--- config.mk ---
export PLATFORM = sky130hd
export DESIGN_NAME = mfp_avalon_arbiter_2to1
export DESIGN_NICKNAME = d
export VERILOG_FILES = /design/src/rtl/mfp_avalon_arbiter_pkg.sv /design/src/rtl/mfp_avalon_arb_rd_tracker.sv /design/src/rtl/mfp_avalon_arbiter_2to1.sv
export SDC_FILE = /design/constraint.sdc
export NUM_CORES = 1
export LEC_CHECK = 0
export CAP_MARGIN = 20
export CORE_AREA = 2 2 127 129
export DETAILED_ROUTE_END_ITERATION = 10
export DIE_AREA = 0 0 129 131
export DONT_BUFFER_PORTS = 1
export SLEW_MARGIN = 20
export SYNTH_ARGS = -nofsm -noshare
export SYNTH_HDL_FRONTEND = slang
export SYNTH_HIERARCHICAL = 1
export SYNTH_SLANG_ARGS = --single-unit
--- constraint.sdc ---
create_clock -name avm_clk -period 4.2 [get_ports avm_clk]
set_clock_uncertainty 0.1 [all_clocks]
set_input_delay 0.63 -clock avm_clk [delete_from_list [all_inputs] [get_ports avm_clk]]
set_output_delay 0.63 -clock avm_clk [all_outputs]
set_load 0.02 [all_outputs]
--- src/rtl/mfp_avalon_arbiter_pkg.sv ---
// Shared definitions for the 2:1 Avalon-MM LPDDR2 arbiter: state encodings, owner IDs,
// default read-tracker depth and the round-robin pick helper.
package mfp_avalon_arbiter_pkg;

   typedef enum logic [1:0] {
      ARB_IDLE   = 2'd0,
      ARB_GRANT  = 2'd1,
      ARB_WBURST = 2'd2
   } arb_state_e;

   localparam logic ARB_M0 = 1'b0;
   localparam logic ARB_M1 = 1'b1;

   localparam int ARB_PEND_DEPTH_DEF = 4;

   // Ties go to the master that did not win last; a sole requester always wins.
   function automatic logic arb_rr_pick(input logic req0, input logic req1, input logic last);
      logic win;
      if (req0 && req1) begin
         win = ~last;
      end else if (req0) begin
         win = ARB_M0;
      end else begin
         win = ARB_M1;
      end
      return win;
   endfunction

endpackage

--- src/rtl/mfp_avalon_arb_rd_tracker.sv ---
// Outstanding-read tracker: FIFO of {issuer, beat count}, head beat counter and a sticky
// error flag for read data that arrives with nothing pending.
module mfp_avalon_arb_rd_tracker
   import mfp_avalon_arbiter_pkg::*;
#(
   parameter int BURST_W    = 3,
   parameter int PEND_DEPTH = ARB_PEND_DEPTH_DEF
) (
   input  logic               clk_i,
   input  logic               rst_n_i,
   input  logic               push_i,
   input  logic               push_owner_i,
   input  logic [BURST_W-1:0] push_cnt_i,
   input  logic               rvalid_i,
   output logic               full_o,
   output logic               empty_o,
   output logic               head_owner_o,
   output logic               arb_err_o
);

   localparam int                 PTR_W    = $clog2(PEND_DEPTH);
   localparam logic [PTR_W:0]     FULL_CNT = (PTR_W+1)'(PEND_DEPTH);
   localparam logic [PTR_W:0]     CNT_ONE  = (PTR_W+1)'(1);
   localparam logic [PTR_W-1:0]   PTR_ONE  = PTR_W'(1);
   localparam logic [BURST_W-1:0] ONE_BEAT = BURST_W'(1);

   // A zero burstcount still moves one beat.
   function automatic logic [BURST_W-1:0] eff_cnt(input logic [BURST_W-1:0] c);
      return (c == {BURST_W{1'b0}}) ? ONE_BEAT : c;
   endfunction

   logic [PEND_DEPTH-1:0] own_q;
   logic [BURST_W-1:0]    cnt_q [PEND_DEPTH];
   logic [PTR_W-1:0]      wr_ptr_q;
   logic [PTR_W-1:0]      rd_ptr_q;
   logic [PTR_W:0]        count_q;
   logic [BURST_W-1:0]    beat_q;
   logic                  err_q;
   logic                  do_push_s;
   logic                  beat_s;
   logic                  pop_s;

   assign empty_o      = (count_q == {(PTR_W+1){1'b0}});
   assign full_o       = (count_q == FULL_CNT);
   assign head_owner_o = own_q[rd_ptr_q];
   assign arb_err_o    = err_q;
   assign do_push_s    = push_i & ~full_o;
   assign beat_s       = rvalid_i & ~empty_o;
   assign pop_s        = beat_s & (beat_q == (cnt_q[rd_ptr_q] - ONE_BEAT));

   // FIFO storage, pointers, occupancy, head beat counter and sticky error.
   always_ff @(posedge clk_i) begin
      if (!rst_n_i) begin
         own_q    <= {PEND_DEPTH{1'b0}};
         for (int i = 0; i < PEND_DEPTH; i++) begin
            cnt_q[i] <= ONE_BEAT;
         end
         wr_ptr_q <= {PTR_W{1'b0}};
         rd_ptr_q <= {PTR_W{1'b0}};
         count_q  <= {(PTR_W+1){1'b0}};
         beat_q   <= {BURST_W{1'b0}};
         err_q    <= 1'b0;
      end else begin
         if (do_push_s) begin
            own_q[wr_ptr_q] <= push_owner_i;
            cnt_q[wr_ptr_q] <= eff_cnt(push_cnt_i);
            wr_ptr_q        <= wr_ptr_q + PTR_ONE;
         end
         if (pop_s) begin
            rd_ptr_q <= rd_ptr_q + PTR_ONE;
            beat_q   <= {BURST_W{1'b0}};
         end else if (beat_s) begin
            beat_q <= beat_q + ONE_BEAT;
         end
         case ({do_push_s, pop_s})
            2'b10:   count_q <= count_q + CNT_ONE;
            2'b01:   count_q <= count_q - CNT_ONE;
            default: count_q <= count_q;
         endcase
         if (rvalid_i && empty_o) begin
            err_q <= 1'b1;
         end
      end
   end

endmodule

--- src/rtl/mfp_avalon_arbiter_2to1.sv ---
// 2:1 Avalon-MM arbiter in front of the LPDDR2 port: one-cycle arbitration, atomic write
// bursts, read data routed back to its issuer. MFP_AVALON_ARB_FIXED_PRIO_EN gives m0 fixed priority.
module mfp_avalon_arbiter_2to1
   import mfp_avalon_arbiter_pkg::*;
#(
   parameter int ADDR_W     = 32,
   parameter int DATA_W     = 32,
   parameter int BURST_W    = 3,
   parameter int PEND_DEPTH = ARB_PEND_DEPTH_DEF
) (
   input  logic                avm_clk,
   input  logic                avm_rst_n,
   input  logic                m0_read,
   input  logic                m0_write,
   input  logic                m0_beginbursttransfer,
   input  logic [ADDR_W-1:0]   m0_address,
   input  logic [DATA_W/8-1:0] m0_byteenable,
   input  logic [BURST_W-1:0]  m0_burstcount,
   input  logic [DATA_W-1:0]   m0_writedata,
   output logic                m0_waitrequest,
   output logic                m0_readdatavalid,
   output logic [DATA_W-1:0]   m0_readdata,
   input  logic                m1_read,
   input  logic                m1_write,
   input  logic                m1_beginbursttransfer,
   input  logic [ADDR_W-1:0]   m1_address,
   input  logic [DATA_W/8-1:0] m1_byteenable,
   input  logic [BURST_W-1:0]  m1_burstcount,
   input  logic [DATA_W-1:0]   m1_writedata,
   output logic                m1_waitrequest,
   output logic                m1_readdatavalid,
   output logic [DATA_W-1:0]   m1_readdata,
   output logic                avm_read,
   output logic                avm_write,
   output logic                avm_beginbursttransfer,
   output logic                avm_begintransfer,
   output logic [ADDR_W-1:0]   avm_address,
   output logic [DATA_W/8-1:0] avm_byteenable,
   output logic [BURST_W-1:0]  avm_burstcount,
   output logic [DATA_W-1:0]   avm_writedata,
   input  logic                avm_waitrequest,
   input  logic                avm_readdatavalid,
   input  logic [DATA_W-1:0]   avm_readdata,
   output logic                arb_err
);

   localparam logic [BURST_W-1:0] ONE_BEAT = BURST_W'(1);

   arb_state_e         state_q, state_d;
   logic               owner_q, owner_d;
   logic               last_q, last_d;
   logic               first_q, first_d;
   logic [BURST_W-1:0] beats_q, beats_d;

   logic               req0_s, req1_s, winner_s;
   logic               o_read_s, o_write_s, o_bbt_s;
   logic [BURST_W-1:0] o_bc_s;
   logic               rd_s, wr_s, bt_s, bbt_s, own_wait_s, push_s;
   logic               rdv_s, rd_full_s, rd_empty_s, rd_head_s;

   assign req0_s = m0_read | m0_write;
   assign req1_s = m1_read | m1_write;

`ifdef MFP_AVALON_ARB_FIXED_PRIO_EN
   assign winner_s = req0_s ? ARB_M0 : ARB_M1;
`else
   assign winner_s = arb_rr_pick(req0_s, req1_s, last_q);
`endif

   assign o_read_s  = owner_q ? m1_read  : m0_read;
   assign o_write_s = owner_q ? m1_write : m0_write;
   assign o_bbt_s   = owner_q ? m1_beginbursttransfer : m0_beginbursttransfer;
   assign o_bc_s    = owner_q ? m1_burstcount : m0_burstcount;

   // Next state, grant bookkeeping and slave-side command qualification.
   always_comb begin
      state_d    = state_q;
      owner_d    = owner_q;
      last_d     = last_q;
      first_d    = 1'b0;
      beats_d    = beats_q;
      rd_s       = 1'b0;
      wr_s       = 1'b0;
      bt_s       = 1'b0;
      bbt_s      = 1'b0;
      own_wait_s = 1'b1;
      push_s     = 1'b0;
      case (state_q)
         ARB_IDLE: begin
            if (req0_s || req1_s) begin
               owner_d = winner_s;
               first_d = 1'b1;
               state_d = ARB_GRANT;
            end else begin
               state_d = ARB_IDLE;
            end
         end
         ARB_GRANT: begin
            bt_s  = first_q;
            bbt_s = o_bbt_s;
            if (o_read_s) begin
               // Tracker full: hold the read off until a slot frees.
               if (rd_full_s) begin
                  own_wait_s = 1'b1;
               end else begin
                  rd_s       = 1'b1;
                  own_wait_s = avm_waitrequest;
                  if (!avm_waitrequest) begin
                     push_s  = 1'b1;
                     last_d  = owner_q;
                     state_d = ARB_IDLE;
                  end else begin
                     state_d = ARB_GRANT;
                  end
               end
            end else if (o_write_s) begin
               wr_s       = 1'b1;
               own_wait_s = avm_waitrequest;
               if (!avm_waitrequest) begin
                  if (o_bc_s > ONE_BEAT) begin
                     beats_d = o_bc_s - ONE_BEAT;
                     state_d = ARB_WBURST;
                  end else begin
                     last_d  = owner_q;
                     state_d = ARB_IDLE;
                  end
               end else begin
                  state_d = ARB_GRANT;
               end
            end else begin
               state_d = ARB_IDLE;
            end
         end
         ARB_WBURST: begin
            wr_s       = o_write_s;
            own_wait_s = o_write_s ? avm_waitrequest : 1'b1;
            if (o_write_s && !avm_waitrequest) begin
               beats_d = beats_q - ONE_BEAT;
               if (beats_q == ONE_BEAT) begin
                  last_d  = owner_q;
                  state_d = ARB_IDLE;
               end else begin
                  state_d = ARB_WBURST;
               end
            end else begin
               state_d = ARB_WBURST;
            end
         end
         default: begin
            state_d = ARB_IDLE;
         end
      endcase
   end

   // Arbiter state registers.
   always_ff @(posedge avm_clk) begin
      if (!avm_rst_n) begin
         state_q <= ARB_IDLE;
         owner_q <= ARB_M0;
         last_q  <= ARB_M1;
         first_q <= 1'b0;
         beats_q <= {BURST_W{1'b0}};
      end else begin
         state_q <= state_d;
         owner_q <= owner_d;
         last_q  <= last_d;
         first_q <= first_d;
         beats_q <= beats_d;
      end
   end

   mfp_avalon_arb_rd_tracker #(
      .BURST_W    (BURST_W),
      .PEND_DEPTH (PEND_DEPTH)
   ) u_rd_tracker (
      .clk_i        (avm_clk),
      .rst_n_i      (avm_rst_n),
      .push_i       (push_s),
      .push_owner_i (owner_q),
      .push_cnt_i   (o_bc_s),
      .rvalid_i     (rdv_s),
      .full_o       (rd_full_s),
      .empty_o      (rd_empty_s),
      .head_owner_o (rd_head_s),
      .arb_err_o    (arb_err)
   );

   // Reset forces the command side quiet in the same cycle it is asserted.
   assign avm_read               = avm_rst_n & rd_s;
   assign avm_write              = avm_rst_n & wr_s;
   assign avm_begintransfer      = avm_rst_n & bt_s;
   assign avm_beginbursttransfer = avm_rst_n & bbt_s;
   assign avm_address            = owner_q ? m1_address    : m0_address;
   assign avm_byteenable         = owner_q ? m1_byteenable : m0_byteenable;
   assign avm_burstcount         = o_bc_s;
   assign avm_writedata          = owner_q ? m1_writedata  : m0_writedata;

   assign m0_waitrequest = ~avm_rst_n | (owner_q == ARB_M1) | own_wait_s;
   assign m1_waitrequest = ~avm_rst_n | (owner_q == ARB_M0) | own_wait_s;

   assign rdv_s            = avm_readdatavalid & avm_rst_n;
   assign m0_readdatavalid = rdv_s & ~rd_empty_s & (rd_head_s == ARB_M0);
   assign m1_readdatavalid = rdv_s & ~rd_empty_s & (rd_head_s == ARB_M1);
   assign m0_readdata      = avm_readdata;
   assign m1_readdata      = avm_readdata;

endmodule

==> impl_metrics.ini <==
[timing]
worst_slew_pin_slew_ns = 0.799
rsz0062_at_grt = false
worst_slack_ns = 0.787
worst_hold_slack_ns = 0.339
hold_violations = 0
timing.final.crit_share_pct = 81.3
max_slew_margin_pct = 46.3
slew_violations = 0
period_needed_ns = 3.41
maxClockFrequency_mhz = 293
fin_tns_setup_ns = 0
setup_viol = 0

[clock_tree]
clkTransAtPathRegs_ns = 0.06
post_cts_resized = 0
clk_latency_ns = 0.28
clock_path_buffers = 2
cts_tree = yes
clkSinkCount = 37
ctsRootBufferMaster = clkbuf_16
cts_buffers = 5
post_cts_buffers = 0
htree_levels = 2
cts_hold_buf = 0

[synth]
syn_area_mm2 = 0.00356
yosysWarnings = 6
synthCells = 372
synth_area_leaders = mux2_2, dfxtp_1, buf_4
synth-edff-count = 12
syn_nets = 572
yosysTopAreaCell = mux2_2
yosysUniqueCellTypes = 53
synth_top_area_share_pct = 21.5
ys_ff_latch = 37
ys_seq_area_share_pct = 24.2
avgSynthCellArea_um2 = 9.58
async_flop_share_pct = 0
synth_ff_type = dfxtp_1

[grt]
grt_first_pass_wirelength_um = 18600
met3_usage_pct = 17.2
grt_overflow = 0
first_global_vias = 2468
grt-busiest-layer = met2
met2_usage_pct = 23.9
grt_max_degree = 46
track_usage_pct = 16.1
use_met1_pct = 15.3
antenna_found_initial = 1

[final_layout]
n_fill_cell = 1658
drive_gt1_share_pct = 31.5
nNetsFinal = 501
layout.cells.most_common_list = mux2_2, inv_1, dfxtp_1
area_growth_pct = -2.11
layout_commonest_cell = mux2_2
fin_area_mm2 = 0.00349
fin_cells = 519
utilization_pct = 22.4

[setup_path]
reg2reg_depth = 12
arrival_ns = 3.51
rrSetupSlack_ns = 0.79
crit_required_ns = 4.30
critical_path_class = reg2reg
rr_endpoint = u_rd_tracker/count_q[2]$_SDFFE_PN0P_
startpoint_type = flop
critPathCaptureType = flop
worst-path-max-fanout = 6

[pwr]
leakage_nw = 1.18
p_total_mw = 1.22
p_per_area_mw_per_mm2 = 350
ir_drop_mv = 0.178

[route]
avgViaCountPerCell = 4.75
dr.pass1.iters = 4
drc = 0
drt-initial-drc-count = 104
final_antenna_net_count = 0
drt_wl_total_um = 14400
via_count = 2464
wire_per_inst_um = 27.8

[place]
gp_congestion = 0.791
hpwl_um = 12800
port_buffers = 0
place_inst = 510
pre_cts_slack_ns = 0.762
dpl_cell_area_mm2 = 0.00330

[floorplanning]
die_h_um = 131
floorplan.rows = 46
num_io_pins = 328
initial_core_util_pct = 22.8
placeableCoreArea_mm2 = 0.0156
dieArea_mm2 = 0.0169
die_x_um = 129

[run]
cap_violations = 0

[worst_hold_path]
hold_depth = 1
min_to = last_q$_SDFFE_PN1P_
worst_hold_startpoint = avm_rst_n
hp-class = in2reg

[run_status]
status = complete, no violations
sequential cells by signal, summed over array words and instances, names as in the netlist, 2 cells and up, named ones only:
name                   count
u_rd_tracker/wr_ptr_q      2
state_q                    2
u_rd_tracker/count_q       3
u_rd_tracker/rd_ptr_q      2
u_rd_tracker/cnt_q        12
u_rd_tracker/own_q         4
u_rd_tracker/beat_q        3
beats_q                    3
cells by family after synthesis:
kind of cell             count (synthesis)  share of synthesized area [%]
XOR/XNOR                                10                           2.67
adder cells (fa/ha/maj)                 16                           5.83
flip-flops                              37                           24.2
multiplexers                            90                           29.8
AND/OR/NAND/NOR                         77                           11.3
AO/OA/AOI/OAI                           37                           7.94
buffers and inverters                  105                           18.4
cells in the mapped netlist, types with 3 or more instances:
cell	instances
mux2_2	68
buf_4	65
dfxtp_1	25
inv_1	24
nand2_1	23
ha_1	15
mux2i_1	15
edfxtp_1	12
nand3_1	10
nor2_1	9
o21ai_0	9
clkbuf_1	8
buf_2	7
nor3_1	7
nor2b_1	6
a21oi_1	5
nor3b_1	5
xnor2_1	5
xor2_1	4
and2_1	3
mux4_2	3
o31ai_1	3
report_power, final:
group          internal (mW)  switching (mW)  total (mW)
clock network          0.339           0.148       0.487
logic                  0.110           0.220       0.330
registers              0.382          0.0218       0.404
total                  0.831           0.390        1.22
layout make-up:
type                            instances  area (um2)  share of cell area [%]
Multi-Input combinational cell        230        2050                    58.7
Sequential cell                        37         865                    24.8
Tap cell                              216         270                    7.75
Clock buffer                            5         125                    3.59
Inverter                               24        90.1                    2.58
Clock inverter                          3        65.1                    1.87
Timing Repair Buffer                    3        22.5                   0.646
Antenna cell                            1        2.50                  0.0717
layer usage:
layer	routed length, um	up-vias
met2	6470	181
met1	4800	1176
met4	106	0
met5	0	-
li1	-	1096
met3	3070	11
worst max-delay path by stage:
| stage | end | slack, ns | cells after the start |
|---|---|---|---|
| floorplan | u_rd_tracker/count_q[2]$_SDFFE_PN0P_ | 1.05 | 12 |
| global placement | u_rd_tracker/count_q[2]$_SDFFE_PN0P_ | 0.95 | 12 |
| detailed placement | u_rd_tracker/count_q[2]$_SDFFE_PN0P_ | 0.76 | 12 |
| CTS | u_rd_tracker/count_q[2]$_SDFFE_PN0P_ | 0.74 | 12 |
| global route | u_rd_tracker/count_q[2]$_SDFFE_PN0P_ | 0.59 | 12 |
| finish | u_rd_tracker/count_q[2]$_SDFFE_PN0P_ | 0.79 | 12 |
worst max-delay path: stages (launching register included):
cell      delay (ns)
dfxtp_1         0.41
mux4_2          0.57
inv_1           0.09
ha_1            0.24
xor2_1          0.13
nand2_1         0.12
nor3_4          0.33
ha_1            0.25
inv_1           0.06
fa_1            0.37
xor2_1          0.16
or3_1           0.30
a21boi_0        0.20
(Power assumes the default switching activity.)
